===== src/rtl/train_score_accumulator.sv =====
// train_score_accumulator
// Scores one pass over the sample set for each phase the data-loader enables.
// In the CC phase it counts correct classifications (pred == label). In the ERR
// phase it builds a saturating sum of |err|. After exactly N_SAMPLES accepted
// results it pulses done for one cycle, then holds the totals for readout until
// both enables are low.
module train_score_accumulator #(
    parameter int N_SAMPLES = 150,
    parameter int LABEL_W   = 2,
    parameter int ERR_W     = 16,
    parameter int ACC_W     = 24,
    parameter int CNT_W     = 8
) (
    input  logic               clk,
    input  logic               rst,
    input  logic               en_cc,
    input  logic               en_err,
    input  logic               clear,
    input  logic               smp_valid,
    input  logic [LABEL_W-1:0] pred,
    input  logic [LABEL_W-1:0] label,
    input  logic [ERR_W-1:0]   err,
    output logic               busy,
    output logic               done,
    output logic [CNT_W-1:0]   smp_cnt,
    output logic [CNT_W-1:0]   correct_cnt,
    output logic [ACC_W-1:0]   err_acc,
    output logic               err_sat
);

    typedef enum logic [1:0] {
        IDLE = 2'b00,
        CC   = 2'b01,
        ERR  = 2'b10,
        HOLD = 2'b11
    } state_t;

    // The magnitude needs one more bit than err, so the most-negative value is
    // represented exactly. The sum is wide enough for either operand, plus a carry.
    localparam int MAG_W = ERR_W + 1;
    localparam int SUM_W = ((ACC_W > MAG_W) ? ACC_W : MAG_W) + 1;

    localparam logic [CNT_W-1:0] LAST_IDX = CNT_W'(N_SAMPLES - 1);
    localparam logic [ACC_W-1:0] ACC_MAX  = '1;
    localparam logic [SUM_W-1:0] ACC_MAX_EXT = SUM_W'(ACC_MAX);

    state_t             state;
    state_t             state_next;
    logic [CNT_W-1:0]   smp_next;
    logic [CNT_W-1:0]   correct_next;
    logic [ACC_W-1:0]   acc_next;
    logic               sat_next;
    logic               done_next;
    logic               busy_next;

    logic [MAG_W-1:0]   err_ext;
    logic [MAG_W-1:0]   err_mag;
    logic [SUM_W-1:0]   err_sum;
    logic               sum_over;
    logic               last_smp;
    logic               hit;

    // Absolute value of the signed error and the candidate accumulator sum
    always_comb begin
        err_ext  = {err[ERR_W-1], err};
        err_mag  = err[ERR_W-1] ? (~err_ext + MAG_W'(1)) : err_ext;
        err_sum  = SUM_W'(err_acc) + SUM_W'(err_mag);
        sum_over = (err_sum > ACC_MAX_EXT);
        last_smp = (smp_cnt == LAST_IDX);
        hit      = (pred == label);
    end

    // Next-state and next-output logic; clear overrides every state
    always_comb begin
        state_next   = state;
        smp_next     = smp_cnt;
        correct_next = correct_cnt;
        acc_next     = err_acc;
        sat_next     = err_sat;
        done_next    = 1'b0;

        if (clear) begin
            state_next   = IDLE;
            smp_next     = '0;
            correct_next = '0;
            acc_next     = '0;
            sat_next     = 1'b0;
        end else begin
            case (state)
                IDLE: begin
                    if (en_cc) begin
                        state_next   = CC;
                        smp_next     = '0;
                        correct_next = '0;
                    end else if (en_err) begin
                        state_next = ERR;
                        smp_next   = '0;
                        acc_next   = '0;
                        sat_next   = 1'b0;
                    end
                end

                CC: begin
                    if (!en_cc) begin
                        state_next = IDLE;
                    end else if (smp_valid) begin
                        smp_next = smp_cnt + CNT_W'(1);
                        if (hit) begin
                            correct_next = correct_cnt + CNT_W'(1);
                        end
                        if (last_smp) begin
                            state_next = HOLD;
                            done_next  = 1'b1;
                        end
                    end
                end

                ERR: begin
                    if (!en_err) begin
                        state_next = IDLE;
                    end else if (smp_valid) begin
                        smp_next = smp_cnt + CNT_W'(1);
                        if (sum_over) begin
                            acc_next = ACC_MAX;
                            sat_next = 1'b1;
                        end else begin
                            acc_next = err_sum[ACC_W-1:0];
                        end
                        if (last_smp) begin
                            state_next = HOLD;
                            done_next  = 1'b1;
                        end
                    end
                end

                HOLD: begin
                    if (!en_cc && !en_err) begin
                        state_next = IDLE;
                    end
                end

                default: begin
                    state_next = IDLE;
                end
            endcase
        end

        busy_next = (state_next == CC) || (state_next == ERR);
    end

    // State and output registers, cleared asynchronously by the active-low reset
    always_ff @(posedge clk or negedge rst) begin
        if (!rst) begin
            state       <= IDLE;
            busy        <= 1'b0;
            done        <= 1'b0;
            smp_cnt     <= '0;
            correct_cnt <= '0;
            err_acc     <= '0;
            err_sat     <= 1'b0;
        end else begin
            state       <= state_next;
            busy        <= busy_next;
            done        <= done_next;
            smp_cnt     <= smp_next;
            correct_cnt <= correct_next;
            err_acc     <= acc_next;
            err_sat     <= sat_next;
        end
    end

endmodule


===== config.mk =====
export PLATFORM = sky130hd
export DESIGN_NAME = train_score_accumulator
export DESIGN_NICKNAME = d
export VERILOG_FILES = /design/src/rtl/train_score_accumulator.sv
export SDC_FILE = /design/constraint.sdc
export NUM_CORES = 1
export LEC_CHECK = 0
export ABC_AREA = 1
export ABC_CLOCK_PERIOD_IN_PS = 3200
export CAP_MARGIN = 20
export CORE_MARGIN = 2
export CORE_UTILIZATION = 45
export CTS_CLUSTER_SIZE = 14
export DETAILED_ROUTE_END_ITERATION = 10
export PLACE_DENSITY_LB_ADDON = 0.2
export SLEW_MARGIN = 20
export SYNTH_ARGS = -nofsm -noshare
export SYNTH_HDL_FRONTEND = slang
export SYNTH_SLANG_ARGS = --single-unit

===== constraint.sdc =====
create_clock -name clk -period 3.2 [get_ports clk]
set_clock_uncertainty 0.05 [all_clocks]
set_input_delay 0.64 -clock clk [delete_from_list [all_inputs] [get_ports clk]]
set_output_delay 0.64 -clock clk [all_outputs]
set_load 0.05 [all_outputs]

==> qor.yml <==
clocking:
  h-tree-depth: 2
  cts_root_buf: "clkbuf_8"
  cts_buffers: 5
  cts_sinks: 45
  cts_tree: "yes"
  path_clk_slew_ps: 100
  clk_latency_ps: 310
  cts_max_path_buffers: 2
layout:
  nets: 883
  fill_cells: 916
  insertedDiodeCount: 0
  design_area_um2: 5920
  drive_gt1_share_pct: 17.8
  area_delta_synth_final_pct: 35.3
  fin_util_pct: 63.5
worst_setup_path:
  critPathMaxFanout: 7
  r2r_setup_slack_ps: 1030
  crit_buf_inv: 5
  cp-end-kind: "flop"
  crit_chain: "dlygate4sd2_1 -> or2_4 -> nor3_4 -> buf_4 -> nand2_1 -> nand2_2 -> nand2_2 -> xor2_1 -> ha_1 -> nand2_2 -> inv_2 -> nand2_2 -> inv_2 -> nand2_1 -> nand2_2 -> nand2_2 -> nand2_2 -> nor2_4 -> buf_6 -> nand3_1 -> nand2_1 -> nand2_1"
  cp_top_family: "simple AND/OR/NAND/NOR gates"
  slowest_delay_ps: 320
  critPathRequiredTime_ps: 3350
  start_kind: "primary input"
  cpMostUsedCell: "nand2_2"
  cp_slowest_cell: "ha_1"
  path_class: "in -> reg"
  critPathArrivalTime_ps: 3190
floorplanning:
  ioPinCount: 69
  die_height_um: 103
  core_area_um2: 9330
  dieArea_um2: 10500
  initial_core_util_pct: 46.9
  rows: 35
  die_x_um: 103
synth:
  synthTopCellsByCount: "nand2_1 (257), inv_1 (105), nor2_1 (55), dfrtp_1 (45), nand3_1 (39)"
  ys_types: 41
  seq_area_frac_synth_pct: 25.7
  syn_avg_cell_area_um2: 6.29
  synth_warnings: 0
  syn-num-nets: 752
  synth_ff_type: "dfrtp_1"
  synthTopCellsByArea: "dfrtp_1 (26%), nand2_1 (22%), inv_1 (9.0%), ha_1 (8.3%), nor2_1 (4.7%)"
  ys_seq_elements: 45
  yosysTopAreaCellShare_pct: 25.7
  yosysMostFrequentCell: "nand2_1"
  yosys.area.top_type: "dfrtp_1"
  async_reset_ff_share_pct: 100
  synth-edff-count: 0
  synth_area_um2: 4380
  synth_cells: 696
sta:
  finalHoldViolCount: 0
  maxSlewViolCount: 0
  max_slew_margin_pct: 58.4
  worst_slew_pin_slew_ps: 624
  tns_ps: 0
  setup_viol: 0
  rsz0062_at_grt: "yes"
  fmax_ghz: 0.329
  finalCritPeriodShare_pct: 95.0
  period_minus_slack_ps: 3040
pwr:
  fin_total_pwr_mw: 1.58
  combinationalPowerShare_pct: 33.6
  power_frac_seq_pct: 37.6
  intPower_mw: 1.03
  max-vdd-ir-drop_uv: 195
  clkPwrFrac_pct: 28.8
  swShare_pct: 34.5
  switchingPower_mw: 0.544
  power.density_nw_per_um2: 267
  p_leak_nw: 3.21
detailed_routing:
  viasPerCell: 4.92
  dr.pass1.iters: 5
  drt-initial-drc-count: 183
  antenna_left: 0
  drc: 0
  wl_um: 12600
  vias: 4705
  wl_per_cell_um: 13.1
global_route:
  grt_pass1_vias: 4625
  gr-total-overflow: 0
  grt_pass1_wl_um: 20900
  antenna_found_initial: 0
  grt_max_degree: 46
  grt_usage_pct: 25.0
place:
  routabilityCongestion: 0.976
  dpl_cell_area_um2: 5560
  hpwl_um: 9490
  portBuffers: 68
run:
  max_cap_viol_count: 0
hold_path:
  hold_path.class: "in -> async"
run_status:
  status: "completed"
layer usage:
| layer | up-vias | wire length, um | global-route usage [%] |
|---|---|---|---|
| li1 | 2420 | - | - |
| met1 | 2154 | 5680 | 32.3 |
| met2 | 108 | 6140 | 43.4 |
| met3 | 23 | 455 | 2.51 |
| met4 | 0 | 314 | 8.72 |
| met5 | - | 0 | 0 |
power groups by stage:
stage	sequential (mW)	combinational (mW)	clock [mW]
6_report	0.594	0.530	0.455
2_1_floorplan	0.640	0.248	0
3_5_place_dp	0.604	0.484	0
5_1_grt	0.595	0.582	0.491
4_1_cts	0.593	0.499	0.471
3_3_place_gp	0.604	0.479	0
worst register-to-register path, delay by kind of cell (launching register included):
family / cells / cell delay (ps)
buffers and inverters: 1 / 70
AND/OR/NAND/NOR: 8 / 910
flip-flops: 1 / 380
adder cells (fa/ha/maj): 2 / 660
sequential cells by signal, indices dropped and copies added, names as in the netlist:
name         cells
err_acc         24
correct_cnt      8
smp_cnt          8
state            2
busy             1
done             1
err_sat          1
cell usage in the layout, fill, tap and decap left out, types with 3 or more instances in the layout:
cell	count
a21oi_1	12
inv_1	105
nor3_1	9
nand3_2	10
nand3_1	37
clkbuf_8	5
nand2_1	241
nor2_4	3
buf_4	64
xnor2_1	3
ha_1	28
nand2_4	3
xor2_1	22
clkdlybuf4s50_1	59
nand2_2	25
dlygate4sd2_1	6
nand4_1	12
dfrtp_1	45
nor2_2	5
inv_2	9
nand3b_1	3
o21ai_0	30
nor2_1	51
kinds of logic after synthesis:
group | synth area share (%)
other cells | 0.0857
mux | 0.229
xor+xnor | 5.60
fa+ha+maj | 8.75
flops | 25.7
simple gates | 41.0
compound gates | 6.89
buf+inv | 11.7
area by class of cell:
class	instances	area (um2)	share of cell area [%]
Clock buffer	6	72.6	1.23
Clock inverter	2	38.8	0.655
Inverter	116	437	7.37
Multi-Input combinational cell	526	2910	49.1
Sequential cell	45	1130	19.0
Tap cell	129	161	2.73
Timing Repair Buffer	133	1180	19.9
final timing paths:
kind	start	endpoint	cells past startpoint
max	err[7]	err_acc[19]	22
min	rst	err_acc[5]	1
max reg2reg	err_acc[0]	err_acc[14]	11
min reg2reg	err_acc[0]	err_acc[0]	2
max in group asynchronous	rst	correct_cnt[4]	1
min in group clk	err_acc[0]	err_acc[0]	2
through the flow:
| stage | setup WS [ps] | hold slack, ps | cells |
|---|---|---|---|
| after global placement | -521 | 444 | 939 |
| after global routing | -48.5 | 329 | 957 |
| final | 158 | 283 | 957 |
| after CTS | 10.8 | 475 | 955 |
| after detailed placement | -554 | 449 | 939 |
| after floorplan | 253 | 294 | 696 |
what timing repair did:
item	CTS	global route
gates resized for setup	25	28
hold buffers	0	0
setup buffers	7	4
cloned	1	0
setup endpoints to repair	25	25
pin swaps	18	17
Note: power is estimated with default switching activity, not from simulation.
